**src/rtl/regfile_arb_pkg.sv**
```systemverilog
// Shared types and helpers for the register-file read arbiter: scan FSM states,
// register count and a constant ceil(log2) used to size pointers and counters.
package regfile_arb_pkg;

    localparam int REG_COUNT = 32'sd32;

    typedef enum logic [1:0] {
        S_IDLE = 2'd0,
        S_SCAN = 2'd1,
        S_DONE = 2'd2
    } scan_state_e;

    function automatic int CeilLog2(input int value);
        int result;
        result = 32'sd0;
        for (int i = 32'sd0; i < 32'sd31; i++) begin
            if ((32'sd1 << i) < value) begin
                result = i + 32'sd1;
            end else begin
                result = result;
            end
        end
        return result;
    endfunction

endpackage

```
**src/rtl/regfile_read_arbiter_if.sv**
```systemverilog
// Requester / read-mux / scan bundle of the register-file read arbiter.
// master = requesters plus the mux data source, slave = the arbiter itself.
interface regfile_read_arbiter_if #(
    parameter int WORD_LENGTH = 32,
    parameter int NBITS       = 5,
    parameter int NREQ        = 3
);
    logic [NREQ-1:0]             req_valid;
    logic [NREQ*NBITS-1:0]       req_addr;
    logic [NREQ-1:0]             grant;
    logic [NBITS-1:0]            mux_selector;
    logic [WORD_LENGTH-1:0]      mux_data;
    logic [NREQ-1:0]             resp_valid;
    logic [NREQ*WORD_LENGTH-1:0] resp_data;
    logic                        scan_start;
    logic                        scan_busy;
    logic                        scan_valid;
    logic [NBITS-1:0]            scan_index;
    logic [WORD_LENGTH-1:0]      scan_data;
    logic                        scan_done;

    modport master (
        output req_valid, req_addr, mux_data, scan_start,
        input  grant, mux_selector, resp_valid, resp_data,
        input  scan_busy, scan_valid, scan_index, scan_data, scan_done
    );

    modport slave (
        input  req_valid, req_addr, mux_data, scan_start,
        output grant, mux_selector, resp_valid, resp_data,
        output scan_busy, scan_valid, scan_index, scan_data, scan_done
    );
endinterface

```
**src/rtl/rr_arbiter.sv**
```systemverilog
// Round-robin pick over a request vector: search upward from rr_ptr with wrap,
// and move rr_ptr past the winner when the caller lets the grant take effect.
module rr_arbiter
    import regfile_arb_pkg::*;
#(
    parameter int NREQ = 3
) (
    input  logic            clk,
    input  logic            reset,
    input  logic [NREQ-1:0] req,
    input  logic            advance,
    output logic [NREQ-1:0] grant
);

    localparam int PTR_W = (NREQ > 32'sd1) ? CeilLog2(NREQ) : 32'sd1;

    logic [PTR_W-1:0] rr_ptr_r;
    logic [PTR_W-1:0] win_idx_s;
    logic [PTR_W:0]   cand_s;
    logic             found_s;

    // Rotating priority search starting at rr_ptr_r
    always_comb begin
        grant     = '0;
        win_idx_s = '0;
        found_s   = 1'b0;
        cand_s    = '0;
        for (int i = 32'sd0; i < NREQ; i++) begin
            cand_s = {1'b0, rr_ptr_r} + (PTR_W+1)'(i);
            if (cand_s >= (PTR_W+1)'(NREQ)) begin
                cand_s = cand_s - (PTR_W+1)'(NREQ);
            end else begin
                cand_s = cand_s;
            end
            if (!found_s && req[cand_s[PTR_W-1:0]]) begin
                found_s                    = 1'b1;
                grant[cand_s[PTR_W-1:0]]   = 1'b1;
                win_idx_s                  = cand_s[PTR_W-1:0];
            end else begin
                found_s = found_s;
            end
        end
    end

    // Pointer moves one past the winner only when the grant is honoured
    always_ff @(posedge clk or posedge reset) begin
        if (reset) begin
            rr_ptr_r <= '0;
        end else if (advance && found_s) begin
            rr_ptr_r <= (win_idx_s == PTR_W'(NREQ - 1)) ? '0 : win_idx_s + PTR_W'(1);
        end else begin
            rr_ptr_r <= rr_ptr_r;
        end
    end

endmodule

```
**src/rtl/regfile_read_arbiter.sv**
```systemverilog
// Shares the 32:1 register-file read mux among NREQ requesters and a background
// scan sequencer; zero-address bypass is enabled by REGFILE_ARB_ZERO_BYPASS_EN.
module regfile_read_arbiter
    import regfile_arb_pkg::*;
#(
    parameter int WORD_LENGTH  = 32,
    parameter int NBITS        = 5,
    parameter int NREQ         = 3,
    parameter int STARVE_LIMIT = 8
) (
    input  logic                    clk,
    input  logic                    reset,
    regfile_read_arbiter_if.slave   bus
);

    localparam int               STARVE_W = CeilLog2(STARVE_LIMIT + 32'sd1);
    localparam logic [NBITS-1:0] LAST_IDX = NBITS'(REG_COUNT - 32'sd1);

    scan_state_e                 state_r;
    scan_state_e                 state_nxt_s;
    logic [NBITS-1:0]            scan_cnt_r;
    logic [STARVE_W-1:0]         starve_r;

    logic [NREQ-1:0]             byp_s;
    logic [NREQ-1:0]             arb_req_s;
    logic [NREQ-1:0]             arb_grant_s;
    logic [NREQ-1:0]             mux_grant_s;
    logic [NREQ-1:0]             grant_s;
    logic                        in_scan_s;
    logic                        forced_s;
    logic                        scan_slot_s;
    logic [NBITS-1:0]            mux_sel_s;

    logic [NREQ-1:0]             resp_valid_r;
    logic [NREQ*WORD_LENGTH-1:0] resp_data_r;
    logic                        scan_valid_r;
    logic [NBITS-1:0]            scan_index_r;
    logic [WORD_LENGTH-1:0]      scan_data_r;
    logic                        scan_done_r;

`ifdef REGFILE_ARB_ZERO_BYPASS_EN
    // Address-0 reads are answered with a constant and never occupy the mux
    always_comb begin
        byp_s = '0;
        for (int i = 32'sd0; i < NREQ; i++) begin
            byp_s[i] = bus.req_valid[i] && (bus.req_addr[i*NBITS +: NBITS] == '0);
        end
    end
`else
    // Address 0 goes through the mux like any other register
    always_comb begin
        byp_s = '0;
    end
`endif

    assign arb_req_s   = bus.req_valid & ~byp_s;
    assign in_scan_s   = (state_r == S_SCAN);
    assign forced_s    = in_scan_s && (starve_r == STARVE_W'(STARVE_LIMIT));
    assign scan_slot_s = in_scan_s && ((arb_req_s == '0) || forced_s);

    rr_arbiter #(.NREQ(NREQ)) u_rr_arbiter (
        .clk     (clk),
        .reset   (reset),
        .req     (arb_req_s),
        .advance (!forced_s),
        .grant   (arb_grant_s)
    );

    // A forced scan slot stalls every requester, bypass included
    assign mux_grant_s = forced_s ? '0 : arb_grant_s;
    assign grant_s     = forced_s ? '0 : (arb_grant_s | byp_s);

    // Mux selector: scan slot, else the mux winner's address, else register 0
    always_comb begin
        mux_sel_s = '0;
        if (scan_slot_s) begin
            mux_sel_s = scan_cnt_r;
        end else begin
            for (int i = 32'sd0; i < NREQ; i++) begin
                if (mux_grant_s[i]) begin
                    mux_sel_s = bus.req_addr[i*NBITS +: NBITS];
                end else begin
                    mux_sel_s = mux_sel_s;
                end
            end
        end
    end

    // Scan FSM next state
    always_comb begin
        state_nxt_s = state_r;
        case (state_r)
            S_IDLE: begin
                if (bus.scan_start) begin
                    state_nxt_s = S_SCAN;
                end else begin
                    state_nxt_s = S_IDLE;
                end
            end
            S_SCAN: begin
                if (scan_slot_s && (scan_cnt_r == LAST_IDX)) begin
                    state_nxt_s = S_DONE;
                end else begin
                    state_nxt_s = S_SCAN;
                end
            end
            S_DONE:  state_nxt_s = S_IDLE;
            default: state_nxt_s = S_IDLE;
        endcase
    end

    // Scan FSM state register
    always_ff @(posedge clk or posedge reset) begin
        if (reset) begin
            state_r <= S_IDLE;
        end else begin
            state_r <= state_nxt_s;
        end
    end

    // Scan address walk and starvation counter; both rest at 0 outside S_SCAN
    always_ff @(posedge clk or posedge reset) begin
        if (reset) begin
            scan_cnt_r <= '0;
            starve_r   <= '0;
        end else if (in_scan_s) begin
            if (scan_slot_s) begin
                scan_cnt_r <= (scan_cnt_r == LAST_IDX) ? '0 : scan_cnt_r + NBITS'(1);
                starve_r   <= '0;
            end else if (starve_r != STARVE_W'(STARVE_LIMIT)) begin
                scan_cnt_r <= scan_cnt_r;
                starve_r   <= starve_r + STARVE_W'(1);
            end else begin
                scan_cnt_r <= scan_cnt_r;
                starve_r   <= starve_r;
            end
        end else begin
            scan_cnt_r <= '0;
            starve_r   <= '0;
        end
    end

    // Requester responses, one cycle after the grant
    always_ff @(posedge clk or posedge reset) begin
        if (reset) begin
            resp_valid_r <= '0;
            resp_data_r  <= '0;
        end else begin
            resp_valid_r <= grant_s;
            for (int i = 32'sd0; i < NREQ; i++) begin
                if (grant_s[i]) begin
                    resp_data_r[i*WORD_LENGTH +: WORD_LENGTH] <= byp_s[i] ? '0 : bus.mux_data;
                end else begin
                    resp_data_r[i*WORD_LENGTH +: WORD_LENGTH] <= resp_data_r[i*WORD_LENGTH +: WORD_LENGTH];
                end
            end
        end
    end

    // Scan beats; scan_done follows the S_DONE cycle so it lands after the last beat
    always_ff @(posedge clk or posedge reset) begin
        if (reset) begin
            scan_valid_r <= 1'b0;
            scan_index_r <= '0;
            scan_data_r  <= '0;
            scan_done_r  <= 1'b0;
        end else begin
            scan_valid_r <= scan_slot_s;
            scan_done_r  <= (state_r == S_DONE);
            if (scan_slot_s) begin
                scan_index_r <= scan_cnt_r;
                scan_data_r  <= bus.mux_data;
            end else begin
                scan_index_r <= scan_index_r;
                scan_data_r  <= scan_data_r;
            end
        end
    end

    assign bus.grant        = reset ? '0 : grant_s;
    assign bus.mux_selector = reset ? '0 : mux_sel_s;
    assign bus.resp_valid   = resp_valid_r;
    assign bus.resp_data    = resp_data_r;
    assign bus.scan_busy    = in_scan_s;
    assign bus.scan_valid   = scan_valid_r;
    assign bus.scan_index   = scan_index_r;
    assign bus.scan_data    = scan_data_r;
    assign bus.scan_done    = scan_done_r;

endmodule

```
**src/flat_wrapper.sv**
```systemverilog
// flat-port wrapper written by rule: the top's interface ports become plain ports
module regfile_read_arbiter_flat import regfile_arb_pkg::*;
#(
    parameter int WORD_LENGTH  = 32,
    parameter int NBITS        = 5,
    parameter int NREQ         = 3,
    parameter int STARVE_LIMIT = 8
)
  (clk, reset, bus_req_valid, bus_req_addr, bus_mux_data, bus_scan_start, bus_grant, bus_mux_selector, bus_resp_valid, bus_resp_data, bus_scan_busy, bus_scan_valid, bus_scan_index, bus_scan_data, bus_scan_done);
  regfile_read_arbiter_if #(.WORD_LENGTH(WORD_LENGTH), .NBITS(NBITS), .NREQ(NREQ)) bus_i ();
  input  logic clk;
  input  logic reset;
  input wire logic [$bits(bus_i.req_valid)-1:0] bus_req_valid;
  input wire logic [$bits(bus_i.req_addr)-1:0] bus_req_addr;
  input wire logic [$bits(bus_i.mux_data)-1:0] bus_mux_data;
  input wire logic [$bits(bus_i.scan_start)-1:0] bus_scan_start;
  output wire logic [$bits(bus_i.grant)-1:0] bus_grant;
  output wire logic [$bits(bus_i.mux_selector)-1:0] bus_mux_selector;
  output wire logic [$bits(bus_i.resp_valid)-1:0] bus_resp_valid;
  output wire logic [$bits(bus_i.resp_data)-1:0] bus_resp_data;
  output wire logic [$bits(bus_i.scan_busy)-1:0] bus_scan_busy;
  output wire logic [$bits(bus_i.scan_valid)-1:0] bus_scan_valid;
  output wire logic [$bits(bus_i.scan_index)-1:0] bus_scan_index;
  output wire logic [$bits(bus_i.scan_data)-1:0] bus_scan_data;
  output wire logic [$bits(bus_i.scan_done)-1:0] bus_scan_done;
  assign bus_i.req_valid = bus_req_valid;
  assign bus_i.req_addr = bus_req_addr;
  assign bus_i.mux_data = bus_mux_data;
  assign bus_i.scan_start = bus_scan_start;
  assign bus_grant = bus_i.grant;
  assign bus_mux_selector = bus_i.mux_selector;
  assign bus_resp_valid = bus_i.resp_valid;
  assign bus_resp_data = bus_i.resp_data;
  assign bus_scan_busy = bus_i.scan_busy;
  assign bus_scan_valid = bus_i.scan_valid;
  assign bus_scan_index = bus_i.scan_index;
  assign bus_scan_data = bus_i.scan_data;
  assign bus_scan_done = bus_i.scan_done;
  regfile_read_arbiter #(.WORD_LENGTH(WORD_LENGTH), .NBITS(NBITS), .NREQ(NREQ), .STARVE_LIMIT(STARVE_LIMIT)) u_core (.clk(clk), .reset(reset), .bus(bus_i));
endmodule
```
**config.mk**
```make
export PLATFORM = sky130hd
export DESIGN_NAME = regfile_read_arbiter_flat
export DESIGN_NICKNAME = d
export VERILOG_FILES = /design/src/rtl/regfile_arb_pkg.sv /design/src/rtl/regfile_read_arbiter_if.sv /design/src/rtl/rr_arbiter.sv /design/src/rtl/regfile_read_arbiter.sv /design/src/flat_wrapper.sv
export SDC_FILE = /design/constraint.sdc
export NUM_CORES = 1
export LEC_CHECK = 0
export ABC_CLOCK_PERIOD_IN_PS = 11000
export BUFFER_PORTS_ARGS = -buffer_cell sky130_fd_sc_hd__buf_2
export CORE_ASPECT_RATIO = 0.6
export CORE_MARGIN = 1
export CORE_UTILIZATION = 35
export CTS_CLUSTER_DIAMETER = 30
export CTS_CLUSTER_SIZE = 30
export DETAILED_ROUTE_END_ITERATION = 7
export PLACE_DENSITY_LB_ADDON = 0.15
export SLEW_MARGIN = 25
export SYNTH_ARGS = -nofsm -noshare
export SYNTH_HDL_FRONTEND = slang
export SYNTH_HIERARCHICAL = 1
export SYNTH_SLANG_ARGS = --single-unit
```
**constraint.sdc**
```tcl
create_clock -name clk -period 11 [get_ports clk]
set_input_delay 2.2 -clock clk [delete_from_list [all_inputs] [get_ports clk]]
set_output_delay 2.2 -clock clk [all_outputs]
set_load 0.05 [all_outputs]
```
-- Word level (Yosys, flattened, before mapping)
Index checks and enable logic that the tools add are counted.
- reduce and logical (&&, ||, !) cells: 15
- add/sub/neg operators: 8
- multiplexer cells: 41
- magnitude comparators: 9
- equality and inequality tests: 8
- bitwise logic cells: 2
- operators by type and width (operator ; number):
    $mux W5 ; 8
    $mux W2 ; 8
    $mux W3 ; 5
    $mux W4 ; 3
    $mux W1 ; 10
    $logic_and A1 B1 Y1 ; 9
    $lt A2 B3 Y1 const B ; 3
    $bmux W1 S2 ; 3
    $demux W1 S2 ; 3
    $ge A2 B1 Y1 const B ; 3
    $ge A3 B2 Y1 const B ; 2
    $or A3 B3 Y3 ; 2
    $sub A2 B2 Y2 const B ; 3
    $add A5 B1 Y5 const B ; 1
    $eq A5 B5 Y1 const B ; 1
    $add A4 B1 Y4 const B ; 1
    $eq A2 B2 Y1 const B ; 2
    $eq A4 B4 Y1 const B ; 1
    $ne A4 B4 Y1 const B ; 1
    $pmux W2 S2 ; 1
    $add A2 B1 Y3 const B ; 1
    $add A2 B2 Y3 const B ; 1
    $logic_not A1 Y1 ; 3
    $logic_not A3 Y1 ; 1
    other kinds (7) ; 7
- register bits: 151
- output and inout port bits: 147

-- Longest topological paths before layout
- depth in word-level cells: 17
- mapped depth: 12
- depth with buffers taken out: 10

-- Modules after synthesis
The synthesis kept the hierarchy.
- modules (own cells, without submodules) (module ; instances ; area each (um^2) ; seq. area each (um^2) ; cells each):
    regfile_read_arbiter ; 1 ; 6118.4 ; 3728.6 ; 388
    rr_arbiter ; 1 ; 349.1 ; 50.0 ; 42

-- Worst setup path before layout
Ideal clock, no wire load.
- path type: input -> output
- start: input reset
- end: output bus_mux_selector[0]
- path slack: 2204 ps
- stages: 4
- path buffers: 1
- data arrival time: 6596 ps
- required time: 8800 ps
- cell sequence: clkbuf_1 inv_1 nand2_1 mux2i_1
- cells in the longest elaborated chain, start to end: 1
- RTL lines (what ; line ; RTL):
    start: declaration ; flat_wrapper.sv:12 ; input logic reset;
    $mux W5 ; regfile_read_arbiter.sv:181 ; assign bus.mux_selector = reset ? '0 : mux_sel_s;
    end: declaration ; flat_wrapper.sv:18 ; output wire logic [$bits(bus_i.mux_selector)-1:0] bus_mux_selector;
Every way passes these cells.

-- Worst setup path in the final report
- start: input bus_req_valid[1]
- end: output bus_mux_selector[2]
- RTL lines (what ; line ; RTL):
    start: declaration ; flat_wrapper.sv:13 ; input wire logic [$bits(bus_i.req_valid)-1:0] bus_req_valid;
    $bmux W1 S2 ; rr_arbiter.sv:35 ; if (!found_s && req[cand_s[PTR_W-1:0]]) begin
    $mux W1 (implied by the code) ; rr_arbiter.sv:35 ;
    $mux W1 ; rr_arbiter.sv:35 ;
    $logic_not A1 Y1 ; rr_arbiter.sv:35 ;
    $logic_and A1 B1 Y1 ; rr_arbiter.sv:35 ;
    $mux W1 ; rr_arbiter.sv:35 ;
    $logic_not A1 Y1 ; rr_arbiter.sv:35 ;
    $logic_and A1 B1 Y1 ; rr_arbiter.sv:35 ;
    $mux W3 (*) ; rr_arbiter.sv:35 ;
    named net u_core.arb_grant_s[1] ; regfile_read_arbiter.sv:26 ; logic [NREQ-1:0] arb_grant_s;
    $mux W3 (*) ; regfile_read_arbiter.sv:70 ; assign mux_grant_s = forced_s ? '0 : arb_grant_s;
    $mux W5 (*) (2 in series) ; regfile_read_arbiter.sv:80 ; if (mux_grant_s[i]) begin
    $mux W5 (*) ; regfile_read_arbiter.sv:76 ; if (scan_slot_s) begin
    $mux W5 (*) ; regfile_read_arbiter.sv:181 ;
Mark *: on every way through the listed nets, which the timed path passes. The rest lies on a longest branch. The select of a mux whose other input is x is not followed.

==> out/metrics.yaml <==
multi_input_area_sq_mm: 0.00241
avgSynthCellArea_sq_um: 15.0
synth_common_cells: "dfrtp_1, mux2_2, mux2_4, inv_1"
core-area_sq_mm: 0.0181
wl_per_cell_microns: 17.3
crit_family: "compound AO/OA/AOI/OAI gates"
synth_top_cells_by_area: "dfrtp_1, mux2_2, mux2_4"
fin_nets: 694
cp.required_ps: 8800
async_reset_ff_share_pct: 100
crit_path_start_kind: "input pin"
antenna_found_initial: 1
root_buffer: "clkbuf_16"
rsz0062_at_grt: "false"
worstPathArrival_ps: 4490
viasPerCell: 4.79
area_growth_pct: 26.4
initial_core_util_pct: 35.8
tns_ps: 0
htree_levels: 4
post_synth_instance_area_sq_mm: 0.00647
place_hpwl_microns: 10300
seq_area_frac_synth_pct: 58.4
globalRouteMet1Util_pct: 23.5
drtIter0Drc: 188
cp_cell_sequence: "buf_2 -> mux2i_1 -> a2bb2oi_2 -> nor2_1 -> nor2_1 -> a21oi_1 -> a221o_1 -> mux2i_1 -> buf_2"
grt_max_degree: 85
synthCells: 430
ys_warn_count: 6
antenna_left: 0
synth_ff_type: "dfrtp_1"
yosys.area.top_type: "dfrtp_1"
use_met2_pct: 23.0
num_vias: 4235
status: "completed"
finalMaxSlewViolations: 0
post-synth-top-count-cell: "dfrtp_1"
synth-edff-count: 0
routed_wl_microns: 15300
setup_viol: 0
crit_type: "input pin to output port"
grt_usage_pct: 16.5
grt_overflow: 0
place.gp.congestion: 0.843
synth_top_cell_area_share_pct: 58.4
ys_seq_elements: 151
dieArea_sq_mm: 0.0190
die_height_microns: 107
drc: 0
clock_skew_ps: 10.0
grt_util_met3_pct: 6.32
holdBufCountCts: 0
numCtsBuffers: 17
portBuffers: 199
cap_violations: 0
critPathMaxFanout: 11
grt_first_pass_wirelength_microns: 23800
num-fill-cells: 1709
cts_buffer_depth: 2
period_needed_ps: 6690
synth_nets: 491
cts_setup_buffers: 0
cts_sinks: 151
cts_tree: "done"
crit_path_top_delay_cell: "nor2_1"
dp.cells: 854
cp-end-kind: "output port"
clk_pin_slew_ps: 50
post-route-period-util_pct: 60.8
clock_latency_ps: 410
tightest_slew_ps: 820
hold_viol: 0
ioPinCount: 200
hold_path_class: "flip-flop to flip-flop"
drive_above_1_share_pct: 58.9
fmax_mhz: 150
cts_resized: 0
ys_types: 47
antenna_cells: 0
rows: 38
path_buf_inv: 2
relSlewSlack_pct: 45.3
stdcell_count: 885
busiest_layer: "met1"
die-width_microns: 177
seqCellArea_sq_mm: 0.00378
dr.pass1.iters: 4
grt_pass1_vias: 4332
slowest_delay_ps: 600
-- area by class of cell --
cell class,count,area share [%]
multi-input combinational,239,29.4
inverter,20,1.01
clock buffer,20,5.46
timing repair buffer,204,12.7
clock inverter,11,1.53
sequential,151,46.2
tap,240,3.67
-- per-stage QoR --
| stage | util [%] | setup WS, ps | hold WS, ps | instance area, sq um |
|---|---|---|---|---|
| 6_report | 45.3 | 4310 | 452 | 8180 |
| 5_1_grt | 45.3 | 4090 | 451 | 8180 |
| 4_1_cts | 45.2 | 4270 | 449 | 8170 |
| 3_5_place_dp | 42.1 | 4280 | 437 | 7600 |
| 3_3_place_gp | 42.1 | 4360 | 426 | 7600 |
| 2_1_floorplan | - | 2200 | 408 | 6470 |
-- kinds of logic (layout without fill, tap and decap cells) --
logic type	after synthesis	in the layout	share of synthesized area [%]
flip-flops	151	151	58.4
multiplexers	143	143	26.1
AND/OR/NAND/NOR	48	48	4.39
buffers and inverters	40	255	4.35
AO/OA/AOI/OAI	38	38	4.89
adder cells (fa/ha/maj)	8	8	1.55
XOR/XNOR	2	2	0.271
-- worst paths after layout --
kind	cells past startpoint	start	to	slack (ps)
max	9	bus_req_valid[1]	bus_mux_selector[2]	4310
min	1	u_core/state_r[1]	u_core/state_r[0]	450
max reg2reg	10	u_core/u_rr_arbiter/rr_ptr_r[0]	u_core/bus.resp_data[54]	8000
min reg2reg	1	u_core/state_r[1]	u_core/state_r[0]	450
max in group asynchronous	3	reset	u_core/bus.resp_data[45]	7800
min in group asynchronous	2	reset	u_core/u_rr_arbiter/rr_ptr_r[1]	1760
-- cells in the final DEF, fill, tap and decap left out, types with 2 or more instances in the layout --
master	synthesis	routed
clkinv_4	0	2
clkbuf_1	3	2
o22ai_1	4	4
nor3_1	5	5
mux2i_1	9	9
buf_2	2	199
inv_6	0	3
inv_2	2	2
inv_1	17	16
a221o_1	5	5
nand2_1	9	9
clkbuf_16	0	17
mux2_2	109	109
nand3_1	4	4
ha_1	8	8
nand3b_1	6	6
clkinvlp_4	0	2
dfrtp_1	151	151
a22oi_1	2	2
a32o_1	2	2
nor2_1	12	12
o21ai_4	4	4
nor3b_1	2	2
a21oi_1	10	10
o21ai_0	2	2
buf_4	1	4
nor2b_1	2	2
mux2_4	24	24
bufinv_16	0	2
clkinv_2	0	3
-- worst register-to-register path: stages, from the launching register on --
cell     delay, ps
dfrtp_1        400
inv_1          100
ha_1           360
mux2i_1        130
o22ai_1        200
nor2b_1        200
a21oi_1         90
nor2_1         580
o21ai_4        120
buf_4          340
mux2_2         360
-- sequential cells by signal, indices dropped and copies added, names as in the netlist --
register                      cells
u_core/bus.scan_valid             1
u_core/u_rr_arbiter/rr_ptr_r      2
u_core/bus.scan_done              1
u_core/state_r                    2
u_core/bus.resp_data             96
u_core/scan_cnt_r                 5
u_core/bus.scan_index             5
u_core/bus.resp_valid             3
u_core/bus.scan_data             32
u_core/starve_r                   4
-- routing by layer --
metal	wire (microns)	up-vias	part of all wire, %
met5	13	-	0.085
met2	6340	161	41
li1	-	1933	-
met1	7410	2121	48
met3	1400	18	9.1
met4	176	2	1.1
Power is left out: the tool's default activity adds up to more than one toggle a clock period on the data nets, which glitch-free logic cannot reach.
